`src/rtl/sn_chunk_packer_if.sv`:
```
// Bus bundle for sn_chunk_packer: narrow beat input with ready, wide chunk output with stall.
// slave is the packer's view; master is the source/sink environment's view.
interface sn_chunk_packer_if #(
  parameter int P_LOG  = 4,
  parameter int IN_LOG = 1,
  parameter int DATW   = 64
);
  // Beat transfer: a beat moves on a rising CLK edge when IN_VALID & IN_READY; IN_LAST is
  // meaningful only with IN_VALID. DOTEN is a one-cycle chunk pulse with no ready; STALL
  // withholds issue and the packer then drops IN_READY until the held chunk leaves.
  logic [(DATW<<IN_LOG)-1:0] IN_DATA;
  logic                      IN_VALID;
  logic                      IN_LAST;
  logic                      IN_READY;
  logic                      STALL;
  logic [(DATW<<P_LOG)-1:0]  DOT;
  logic                      DOTEN;
  logic                      DOT_LAST;
  logic                      DBG_HOLD;

  modport slave (
    input  IN_DATA, IN_VALID, IN_LAST, STALL,
    output IN_READY, DOT, DOTEN, DOT_LAST, DBG_HOLD
  );

  modport master (
    output IN_DATA, IN_VALID, IN_LAST, STALL,
    input  IN_READY, DOT, DOTEN, DOT_LAST, DBG_HOLD
  );
endinterface

```
`src/rtl/sn_chunk_packer.sv`:
```
// Packs 2^IN_LOG-record beats into 2^P_LOG-record chunks for the EVEN_ODD network, padding short tails.
// Optional SN_CHUNK_PACKER_STAT_EN adds CHUNK_CNT / PAD_CNT statistics outputs.
module sn_chunk_packer #(
  parameter int              P_LOG  = 4,
  parameter int              IN_LOG = 1,
  parameter int              DATW   = 64,
  parameter int              KEYW   = 32,
  parameter logic [DATW-1:0] PAD    = {DATW{1'b1}}
) (
  input  logic               CLK,
  input  logic               RST,
  sn_chunk_packer_if.slave   bus
`ifdef SN_CHUNK_PACKER_STAT_EN
  ,
  output logic [31:0]        CHUNK_CNT,
  output logic [31:0]        PAD_CNT
`endif
);

  localparam int ELEMS = 1 << IN_LOG;
  localparam int BW    = DATW << IN_LOG;
  localparam int CHW   = DATW << P_LOG;
  localparam int B     = 1 << (P_LOG - IN_LOG);
  localparam int CW    = (P_LOG > IN_LOG) ? (P_LOG - IN_LOG) : 1;
  localparam logic [CW-1:0] LAST_CNT = CW'(B - 1);
  localparam logic [BW-1:0] PAD_BEAT = {ELEMS{PAD}};

  if (IN_LOG > P_LOG || IN_LOG < 0 || KEYW > DATW) begin : g_bad_cfg
    $error("sn_chunk_packer: illegal parameter combination");
  end

  typedef enum logic {ST_ACC, ST_HOLD} state_t;

  state_t          r_state;
  logic [CHW-1:0]  r_acc;
  logic [CW-1:0]   r_cnt;
  logic            r_hold_last;
  logic [CHW-1:0]  r_dot;
  logic            r_doten;
  logic            r_dot_last;

  logic            w_ready;
  logic            w_accept;
  logic            w_complete;
  logic [CHW-1:0]  w_merged;

  assign w_ready    = (r_state == ST_ACC) & ~RST;
  assign w_accept   = bus.IN_VALID & w_ready;
  assign w_complete = w_accept & ((r_cnt == LAST_CNT) | bus.IN_LAST);

  // Completed chunk: earlier beats from acc, the current beat at slot cnt, PAD above it.
  for (genvar g = 0; g < B; g++) begin : g_merge
    assign w_merged[g*BW +: BW] = (CW'(g) <  r_cnt) ? r_acc[g*BW +: BW] :
                                  (CW'(g) == r_cnt) ? bus.IN_DATA       : PAD_BEAT;
  end

  always_ff @(posedge CLK) begin
    if (RST) begin
      r_state     <= ST_ACC;
      r_cnt       <= '0;
      r_hold_last <= 1'b0;
      r_dot       <= '0;
      r_doten     <= 1'b0;
      r_dot_last  <= 1'b0;
    end else begin
      r_doten <= 1'b0;
      if (r_state == ST_HOLD) begin
        if (!bus.STALL) begin
          r_dot      <= r_acc;
          r_doten    <= 1'b1;
          r_dot_last <= r_hold_last;
          r_state    <= ST_ACC;
        end
      end else if (w_complete) begin
        r_cnt <= '0;
        if (!bus.STALL) begin
          r_dot      <= w_merged;
          r_doten    <= 1'b1;
          r_dot_last <= bus.IN_LAST;
        end else begin
          r_acc       <= w_merged;
          r_hold_last <= bus.IN_LAST;
          r_state     <= ST_HOLD;
        end
      end else if (w_accept) begin
        r_acc[int'(r_cnt)*BW +: BW] <= bus.IN_DATA;
        r_cnt                       <= r_cnt + CW'(1);
      end
    end
  end

  assign bus.IN_READY = w_ready;
  assign bus.DOT      = r_dot;
  assign bus.DOTEN    = r_doten;
  assign bus.DOT_LAST = r_dot_last;
  assign bus.DBG_HOLD = (r_state == ST_HOLD);

`ifdef SN_CHUNK_PACKER_STAT_EN
  logic [31:0] r_chunk_cnt;
  logic [31:0] r_pad_cnt;
  logic        w_issue;
  logic [31:0] w_pad_slots;

  assign w_issue     = ~bus.STALL & ((r_state == ST_HOLD) | w_complete);
  assign w_pad_slots = (32'(B - 1) - 32'(r_cnt)) << IN_LOG;

  always_ff @(posedge CLK) begin
    if (RST) begin
      r_chunk_cnt <= '0;
      r_pad_cnt   <= '0;
    end else begin
      if (w_issue)    r_chunk_cnt <= r_chunk_cnt + 32'd1;
      if (w_complete) r_pad_cnt   <= r_pad_cnt + w_pad_slots;
    end
  end

  assign CHUNK_CNT = r_chunk_cnt;
  assign PAD_CNT   = r_pad_cnt;
`endif

endmodule

```
`src/flat_wrapper.sv`:
```
// flat-port wrapper written by rule: the top's interface ports become plain ports
module sn_chunk_packer_flat 
#(
  parameter int              P_LOG  = 4,
  parameter int              IN_LOG = 1,
  parameter int              DATW   = 64,
  parameter int              KEYW   = 32,
  parameter logic [DATW-1:0] PAD    = {DATW{1'b1}}
)
  (CLK, RST, bus_IN_DATA, bus_IN_VALID, bus_IN_LAST, bus_STALL, bus_IN_READY, bus_DOT, bus_DOTEN, bus_DOT_LAST, bus_DBG_HOLD);
  sn_chunk_packer_if #(.P_LOG(P_LOG), .IN_LOG(IN_LOG), .DATW(DATW)) bus_i ();
  input  logic CLK;
  input  logic RST;
  input wire logic [$bits(bus_i.IN_DATA)-1:0] bus_IN_DATA;
  input wire logic [$bits(bus_i.IN_VALID)-1:0] bus_IN_VALID;
  input wire logic [$bits(bus_i.IN_LAST)-1:0] bus_IN_LAST;
  input wire logic [$bits(bus_i.STALL)-1:0] bus_STALL;
  output wire logic [$bits(bus_i.IN_READY)-1:0] bus_IN_READY;
  output wire logic [$bits(bus_i.DOT)-1:0] bus_DOT;
  output wire logic [$bits(bus_i.DOTEN)-1:0] bus_DOTEN;
  output wire logic [$bits(bus_i.DOT_LAST)-1:0] bus_DOT_LAST;
  output wire logic [$bits(bus_i.DBG_HOLD)-1:0] bus_DBG_HOLD;
  assign bus_i.IN_DATA = bus_IN_DATA;
  assign bus_i.IN_VALID = bus_IN_VALID;
  assign bus_i.IN_LAST = bus_IN_LAST;
  assign bus_i.STALL = bus_STALL;
  assign bus_IN_READY = bus_i.IN_READY;
  assign bus_DOT = bus_i.DOT;
  assign bus_DOTEN = bus_i.DOTEN;
  assign bus_DOT_LAST = bus_i.DOT_LAST;
  assign bus_DBG_HOLD = bus_i.DBG_HOLD;
  sn_chunk_packer #(.P_LOG(P_LOG), .IN_LOG(IN_LOG), .DATW(DATW), .KEYW(KEYW), .PAD(PAD)) u_core (.CLK(CLK), .RST(RST), .bus(bus_i));
endmodule
```
`config.mk`:
```
export PLATFORM = sky130hd
export DESIGN_NAME = sn_chunk_packer_flat
export DESIGN_NICKNAME = d
export VERILOG_FILES = /design/src/rtl/sn_chunk_packer_if.sv /design/src/rtl/sn_chunk_packer.sv /design/src/flat_wrapper.sv
export SDC_FILE = /design/constraint.sdc
export NUM_CORES = 2
export LEC_CHECK = 0
export BUFFER_PORTS_ARGS = -buffer_cell sky130_fd_sc_hd__buf_2
export CAP_MARGIN = 20
export CORE_AREA = 2 2 446 448
export CTS_CLUSTER_DIAMETER = 30
export DETAILED_ROUTE_END_ITERATION = 10
export DIE_AREA = 0 0 448 450
export PLACE_DENSITY_LB_ADDON = 0.12
export SLEW_MARGIN = 20
export SYNTH_ARGS = -nofsm -noshare
export SYNTH_HDL_FRONTEND = slang
export SYNTH_SLANG_ARGS = --single-unit
```
`constraint.sdc`:
```
create_clock -name CLK -period 11.4 [get_ports CLK]
set_clock_uncertainty 0.2 [all_clocks]
set_input_delay 1.14 -clock CLK [delete_from_list [all_inputs] [get_ports CLK]]
set_output_delay 1.14 -clock CLK [all_outputs]
set_load 0.02 [all_outputs]
```
Yosys cells after proc, flatten, opt, wreduce, memory -nomap -nowiden --
Index checks and enable logic that the tools add are counted.
Operators by class: add/subtract/negate cells 2, order comparisons 8, equal/unequal tests 11, shift operators 2, mux-type cells 36, bitwise operators 6, reduce and logical (&&, ||, !) cells 7
Operator list (number):
- $mux W1024 | 7
- $mux W128 | 16
- $bwmux W1024 | 1
- $shift A128 B33 Y1024 const A | 1
- $shiftx A128 B33 Y1024 | 1
- $neg A10 Y33 | 1
- $eq A3 B3 Y1 const A | 4
- $lt A3 B3 Y1 const A | 4
- $mux W1 | 10
- $eq A2 B3 Y1 const A | 2
- $lt A1 B3 Y1 const A | 2
- $lt A2 B3 Y1 const A | 2
- $mux W3 | 2
- $ne A2 B2 Y1 const B | 3
- $reduce_and A3 Y1 | 2
- $reduce_and A4 Y1 | 1
- $reduce_bool A2 Y1 | 2
- $add A3 B1 Y3 const B | 1
- $and A1 B1 Y1 | 3
- $eq A1 B3 Y1 const A | 1
- $eq A3 B3 Y1 const B | 1
- $logic_not A3 Y1 | 1
- $not A1 Y1 | 2
- $reduce_and A2 Y1 | 1
- $or A1 B1 Y1 | 1
Word-level totals: bits in registers 2055, input bits 133, output and inout bits 1028, logic and storage cells 79

Depth between registers and ports, before layout --
depth in word-level cells 6, mapped depth 12, mapped depth without buffers 8

Worst setup path after synthesis --
No wires, ideal clock.
path type in2reg, start point input RST, end point register u_core.r_acc[512], enable pin, setup time 0.658 ns, arrival 8.175 ns, required time 10.542 ns, path slack 2.367 ns, cell stages on the path 5, buffers on the path 2, cells stage by stage buf_2 -> inv_2 -> clkbuf_1 -> o211ai_1 -> a21oi_1
Between the ends: cells in the longest elaborated chain, start to end 6, elaborated cells on any way between the ends 7, classes of those cells eq/ne (1); bitwise (4); reduce/logical (2)
Ends and longest elaborated chain:
- start: declaration | RTL line flat_wrapper.sv:13 | input logic RST;
- $not A1 Y1 (*) | RTL line sn_chunk_packer.sv:47 | assign w_ready = (r_state == ST_ACC) & ~RST;
- $and A1 B1 Y1 | RTL line sn_chunk_packer.sv:47
- $and A1 B1 Y1 | RTL line sn_chunk_packer.sv:48 | assign w_accept = bus.IN_VALID & w_ready;
- $and A1 B1 Y1 | RTL line sn_chunk_packer.sv:49 | assign w_complete = w_accept & ((r_cnt == LAST_CNT) | bus.IN_LAST);
- $ne A2 B2 Y1 (no source line) / $reduce_bool A2 Y1 (equally long branches)
- $reduce_and A4 Y1 (no source line) (*)
- end signal: assignment | RTL line sn_chunk_packer.sv:81 | r_acc <= w_merged;
- end signal: indexed assignment | RTL line sn_chunk_packer.sv:86 | r_acc[int'(r_cnt)*BW +: BW] <= bus.IN_DATA;
- end: declaration | RTL line sn_chunk_packer.sv:35 | logic [CHW-1:0] r_acc;
Every way passes the cells marked *; elsewhere a longest branch is shown, timed or not. A chain may end at the register's enable or synchronous reset.

Final worst setup path --
start point register u_core.r_cnt[0], end point register u_core.r_acc[308], data pin
Between the ends: cells in the longest elaborated chain, start to end 5, elaborated cells on any way between the ends 14, classes of those cells add/sub (1); order compare (1); eq/ne (2); shift (2); mux (6); bitwise (2)
Ends and longest elaborated chain:
- start: declaration | RTL line sn_chunk_packer.sv:36 | logic [CW-1:0] r_cnt;
- start signal: assignment | RTL line sn_chunk_packer.sv:87 | r_cnt <= r_cnt + CW'(1);
- $neg A10 Y33 / $eq A2 B3 Y1 (equally long branches) | RTL line sn_chunk_packer.sv:86, sn_chunk_packer.sv:54
- $shiftx A128 B33 Y1024, or another cell as far along | RTL line sn_chunk_packer.sv:86
- $bwmux W1024 / $mux W128 (equally long branches) | RTL line sn_chunk_packer.sv:86, sn_chunk_packer.sv:53
- $mux W1024 (on tied branches) | RTL line sn_chunk_packer.sv:85, sn_chunk_packer.sv:76
- $mux W1024 (*) | RTL line sn_chunk_packer.sv:74 | end else if (w_complete) begin
Every way passes the cells marked *; elsewhere a longest branch is shown, timed or not. The select of a mux whose other input is x is not followed.

==> impl_metrics.xml <==
<?xml version="1.0" encoding="UTF-8"?>
<metrics>
  <group name="run_status">
    <metric name="outcome" unit="">complete, no violations</metric>
  </group>
  <group name="timing">
    <metric name="max_slew.worst_pin.slew" unit="ns">1.26</metric>
    <metric name="max_freq" unit="MHz">181</metric>
    <metric name="rsz0062_at_grt" unit="">false</metric>
    <metric name="period_share" unit="%">48.4</metric>
    <metric name="final_max_tran_viols" unit="">0</metric>
    <metric name="slew_margin_rel" unit="%">15.4</metric>
    <metric name="setup_total_negative_slack" unit="ns">0</metric>
    <metric name="hold_slack" unit="ns">0.244</metric>
    <metric name="timing.final.setup_violations" unit="">0</metric>
    <metric name="min_period" unit="ns">5.52</metric>
    <metric name="hold_viol_final" unit="">0</metric>
  </group>
  <group name="place">
    <metric name="gp_congestion" unit="">0.902</metric>
    <metric name="detailed_place_hpwl" unit="microns">239000</metric>
    <metric name="port_buffers" unit="">1160</metric>
  </group>
  <group name="logic_synthesis">
    <metric name="post_synth_num_cell_types" unit="">51</metric>
    <metric name="syn_nets" unit="">8973</metric>
    <metric name="synth_top_area_share" unit="%">34.3</metric>
    <metric name="synth_sequential_area_ratio" unit="%">57.3</metric>
    <metric name="synth_top_family_by_area" unit="">compound AO/OA/AOI/OAI gates</metric>
    <metric name="post_synth_inst_count" unit="">8832</metric>
    <metric name="synth.cell_area" unit="sq um">89700</metric>
    <metric name="synth_compound_area_share" unit="%">27.5</metric>
    <metric name="yosys_register_bits" unit="">2055</metric>
    <metric name="synth_warnings" unit="">0</metric>
    <metric name="syn_area_cell" unit="sq um">10.2</metric>
    <metric name="synth_enable_flop_cells" unit="">1024</metric>
    <metric name="yosys.area_share.xor_xnor" unit="%">0</metric>
    <metric name="ys_dominant_reg_cell" unit="">dfxtp_1</metric>
    <metric name="async_reset_ff_share" unit="%">0</metric>
    <metric name="synth.mux.area_fraction" unit="%">0.0112</metric>
    <metric name="synth_simple_gate_area_share" unit="%">8.92</metric>
    <metric name="synth.largest_area_cell" unit="">edfxtp_1</metric>
    <metric name="fraction_of_the_mapped_netlist_area_in_adder_cells" unit="%">0.112</metric>
    <metric name="post_synth_main_area_contributors" unit="">edfxtp_1 34%, dfxtp_1 23%, o22ai_1 7.1%, o21ai_0 5.4%, o221a_2 3.2%</metric>
  </group>
  <group name="worst_setup_path">
    <metric name="crit_path_end_kind" unit="">flop</metric>
    <metric name="critical_path_arrival" unit="ns">5.99</metric>
    <metric name="worstSetupPathType" unit="">flop to flop</metric>
    <metric name="critPathLaunch" unit="">u_core.r_cnt[0]</metric>
    <metric name="cp_max_fo" unit="">59</metric>
    <metric name="required_worst_endpoint" unit="ns">11.88</metric>
    <metric name="reg2reg_from" unit="">u_core.r_cnt[0]</metric>
    <metric name="critPathLaunchType" unit="">flop</metric>
  </group>
  <group name="die">
    <metric name="die_area" unit="sq um">202000</metric>
    <metric name="placement_rows" unit="">163</metric>
    <metric name="core_region_area" unit="sq um">197000</metric>
    <metric name="io_pins" unit="">1161</metric>
    <metric name="fp.dieH" unit="microns">450</metric>
    <metric name="floorplan.die.width" unit="microns">448</metric>
    <metric name="start_util" unit="%">45.6</metric>
  </group>
  <group name="global_routing">
    <metric name="via_count_of_the_first_global_routing_pass" unit="">77900</metric>
    <metric name="gr-total-overflow" unit="">0</metric>
    <metric name="maximum_number_of_pins_on_one_net_before_global_route_repair" unit="">228</metric>
    <metric name="antenna_found_initial" unit="">15</metric>
    <metric name="track_usage" unit="%">37.8</metric>
    <metric name="grt_pass1_wl" unit="microns">566000</metric>
  </group>
  <group name="layout">
    <metric name="nNetsFinal" unit="">9606</metric>
    <metric name="post-route-util" unit="%">57.0</metric>
    <metric name="share_of_post_route_cells_with_drive_strength_above_1" unit="%">24.3</metric>
    <metric name="area.growth.synth_to_final" unit="%">24.9</metric>
  </group>
  <group name="drt">
    <metric name="via_density_per_instance" unit="">6.68</metric>
    <metric name="route.vias.total" unit="">83500</metric>
    <metric name="routed-wl-met3" unit="microns">44400</metric>
    <metric name="detail_route.first_pass.iterations" unit="">6</metric>
    <metric name="drc_viols" unit="">0</metric>
    <metric name="dr_wl_met2" unit="microns">173000</metric>
    <metric name="final_antenna_net_count" unit="">0</metric>
    <metric name="m1WireLength" unit="microns">147000</metric>
    <metric name="highest_layer" unit="">met5</metric>
    <metric name="routed_wire_length_per_instance" unit="microns">31.8</metric>
    <metric name="wirelength" unit="microns">398000</metric>
    <metric name="drtIter0Drc" unit="">11500</metric>
  </group>
  <group name="cts">
    <metric name="hold_buffer_count_at_cts" unit="">0</metric>
    <metric name="cts_resized" unit="">0</metric>
    <metric name="cts_post_setup_buffers_inserted" unit="">0</metric>
    <metric name="htree_num_levels" unit="">5</metric>
    <metric name="clk_path_buf_depth" unit="">4</metric>
    <metric name="tritoncts.num_buffers" unit="">476</metric>
    <metric name="tritoncts_num_sinks" unit="">2055</metric>
    <metric name="tritoncts" unit="">built</metric>
    <metric name="clk_pin_slew_worst_paths" unit="ns">0.05</metric>
    <metric name="clk_root_buffer_cell" unit="">clkbuf_16</metric>
    <metric name="clk_latency" unit="ns">1.01</metric>
  </group>
  <group name="pwr">
    <metric name="pwr-share-clk" unit="%">57.9</metric>
    <metric name="power_frac_comb" unit="%">7.7</metric>
    <metric name="p_seq_share" unit="%">34.4</metric>
    <metric name="internal-power" unit="uW">18100</metric>
    <metric name="peak_supply_drop" unit="mV">0.175</metric>
    <metric name="switching_share" unit="%">24.7</metric>
    <metric name="switchingPower" unit="uW">5960</metric>
    <metric name="power.leakage" unit="uW">0.0417</metric>
    <metric name="pwr_density_cell" unit="nW/um^2">215</metric>
  </group>
  <group name="flow_run">
    <metric name="timing.max_cap.violations" unit="">0</metric>
  </group>
  <group name="hold_path">
    <metric name="min-delay-path-class" unit="">flop to flop</metric>
    <metric name="hold_path.startpoint" unit="">u_core.bus.DOT[56]</metric>
  </group>
</metrics>
==> synthesized netlist by cell type (127+ instances only) <==
library cell  instances
a31oi_1             260
or3_1               256
nor2_1              526
o211ai_1            258
a221o_1             128
buf_2               408
o21ai_0             969
nand2_1             395
o21ai_1             186
dfxtp_1            1031
a21oi_1             276
a22o_1              127
inv_1               132
o221a_2             255
nand2b_1            130
clkbuf_1            640
o21a_1              129
o2bb2ai_1           128
nand3_1             396
edfxtp_1           1024
o22ai_1            1024
==> final cells by class <==
type                    instances  area, sq um
inverters                     136          531
fillers                     17000        84600
clock inverters               244         3000
repair buffers               1308         7130
diodes                         10         25.0
flip-flops and latches       2055        51400
clock buffers                 633        13400
multi-input cells            5488        33200
well taps                    2640         3300
==> cell usage in the layout, fill, tap and decap left out, types with 255 or more instances in the layout <==
| master | Yosys | final |
|---|---|---|
| o211ai_1 | 258 | 258 |
| or3_1 | 256 | 256 |
| o22ai_1 | 1024 | 1024 |
| dfxtp_1 | 1031 | 1030 |
| buf_2 | 408 | 1158 |
| clkbuf_16 | 0 | 487 |
| nor2_1 | 526 | 519 |
| a21oi_1 | 276 | 270 |
| nand2_1 | 395 | 391 |
| o221a_2 | 255 | 255 |
| edfxtp_1 | 1024 | 1024 |
| nand3_1 | 396 | 395 |
| o21ai_0 | 969 | 969 |
| a31oi_1 | 260 | 257 |
==> metrics by stage <==
step	power, uW	instances	worst slack [ns]	area, sq um
3_5_place_dp	10200	11600	5.78	95500
6_report	24100	12500	5.88	112000
4_1_cts	24100	12500	6.01	112000
5_1_grt	24600	12500	5.73	112000
2_1_floorplan	9420	8832	2.37	89700
3_3_place_gp	10200	11600	5.76	95500
==> power groups by stage <==
stage	Combinational, uW	Clock (uW)	Sequential [uW]
2_1_floorplan	884	0	8540
3_3_place_gp	1800	0	8390
3_5_place_dp	1820	0	8400
4_1_cts	1820	14000	8270
5_1_grt	1950	14400	8280
6_report	1860	13900	8280
==> registers in the layout, indices dropped and copies added, names as in the netlist <==
signal and count:
u_core.bus.DBG_HOLD 1, u_core.bus.DOT 1024, u_core.bus.DOTEN 1, u_core.bus.DOT_LAST 1
u_core.r_acc 1024, u_core.r_cnt 3, u_core.r_hold_last 1
==> routing by layer <==
metal  global-route usage, %  vias to the layer above
li1                        -                    35200
met1                    48.8                    41100
met2                    55.4                     6121
met3                    8.46                     1094
met4                    28.2                        6
met5                   0.192                        -
==> cell families (layout without fill, tap and decap cells) <==
family / Yosys count / count (layout)
flip-flops: 2055 / 2055
adder cells (fa/ha/maj): 8 / 8
AO/OA/AOI/OAI: 3756 / 3756
other: 0 / 10
multiplexers: 1 / 1
buffers and inverters: 1289 / 2321
AND/OR/NAND/NOR: 1723 / 1723
==> worst max-delay path, cell delays in order, from the launching register on <==
cell and delay, ns:
dfxtp_4 0.52, ha_1 0.40, ha_1 0.36, o21bai_1 0.74, nor2_1 0.10, buf_4 0.24
a31oi_4 0.78, buf_4 0.73, buf_4 0.83, nor2_1 0.13
==> path summary, 6_finish.rpt <==
| path | endpoint | slack (ns) | cells past startpoint |
|---|---|---|---|
| setup / recovery | u_core.r_acc[308] | 5.88 | 9 |
| hold / removal | u_core.bus.DOT[56] | 0.24 | 2 |
| setup reg to reg | u_core.r_acc[308] | 5.88 | 9 |
| hold reg to reg | u_core.bus.DOT[56] | 0.24 | 2 |
No activity file was read; power rests on OpenSTA's default activity.
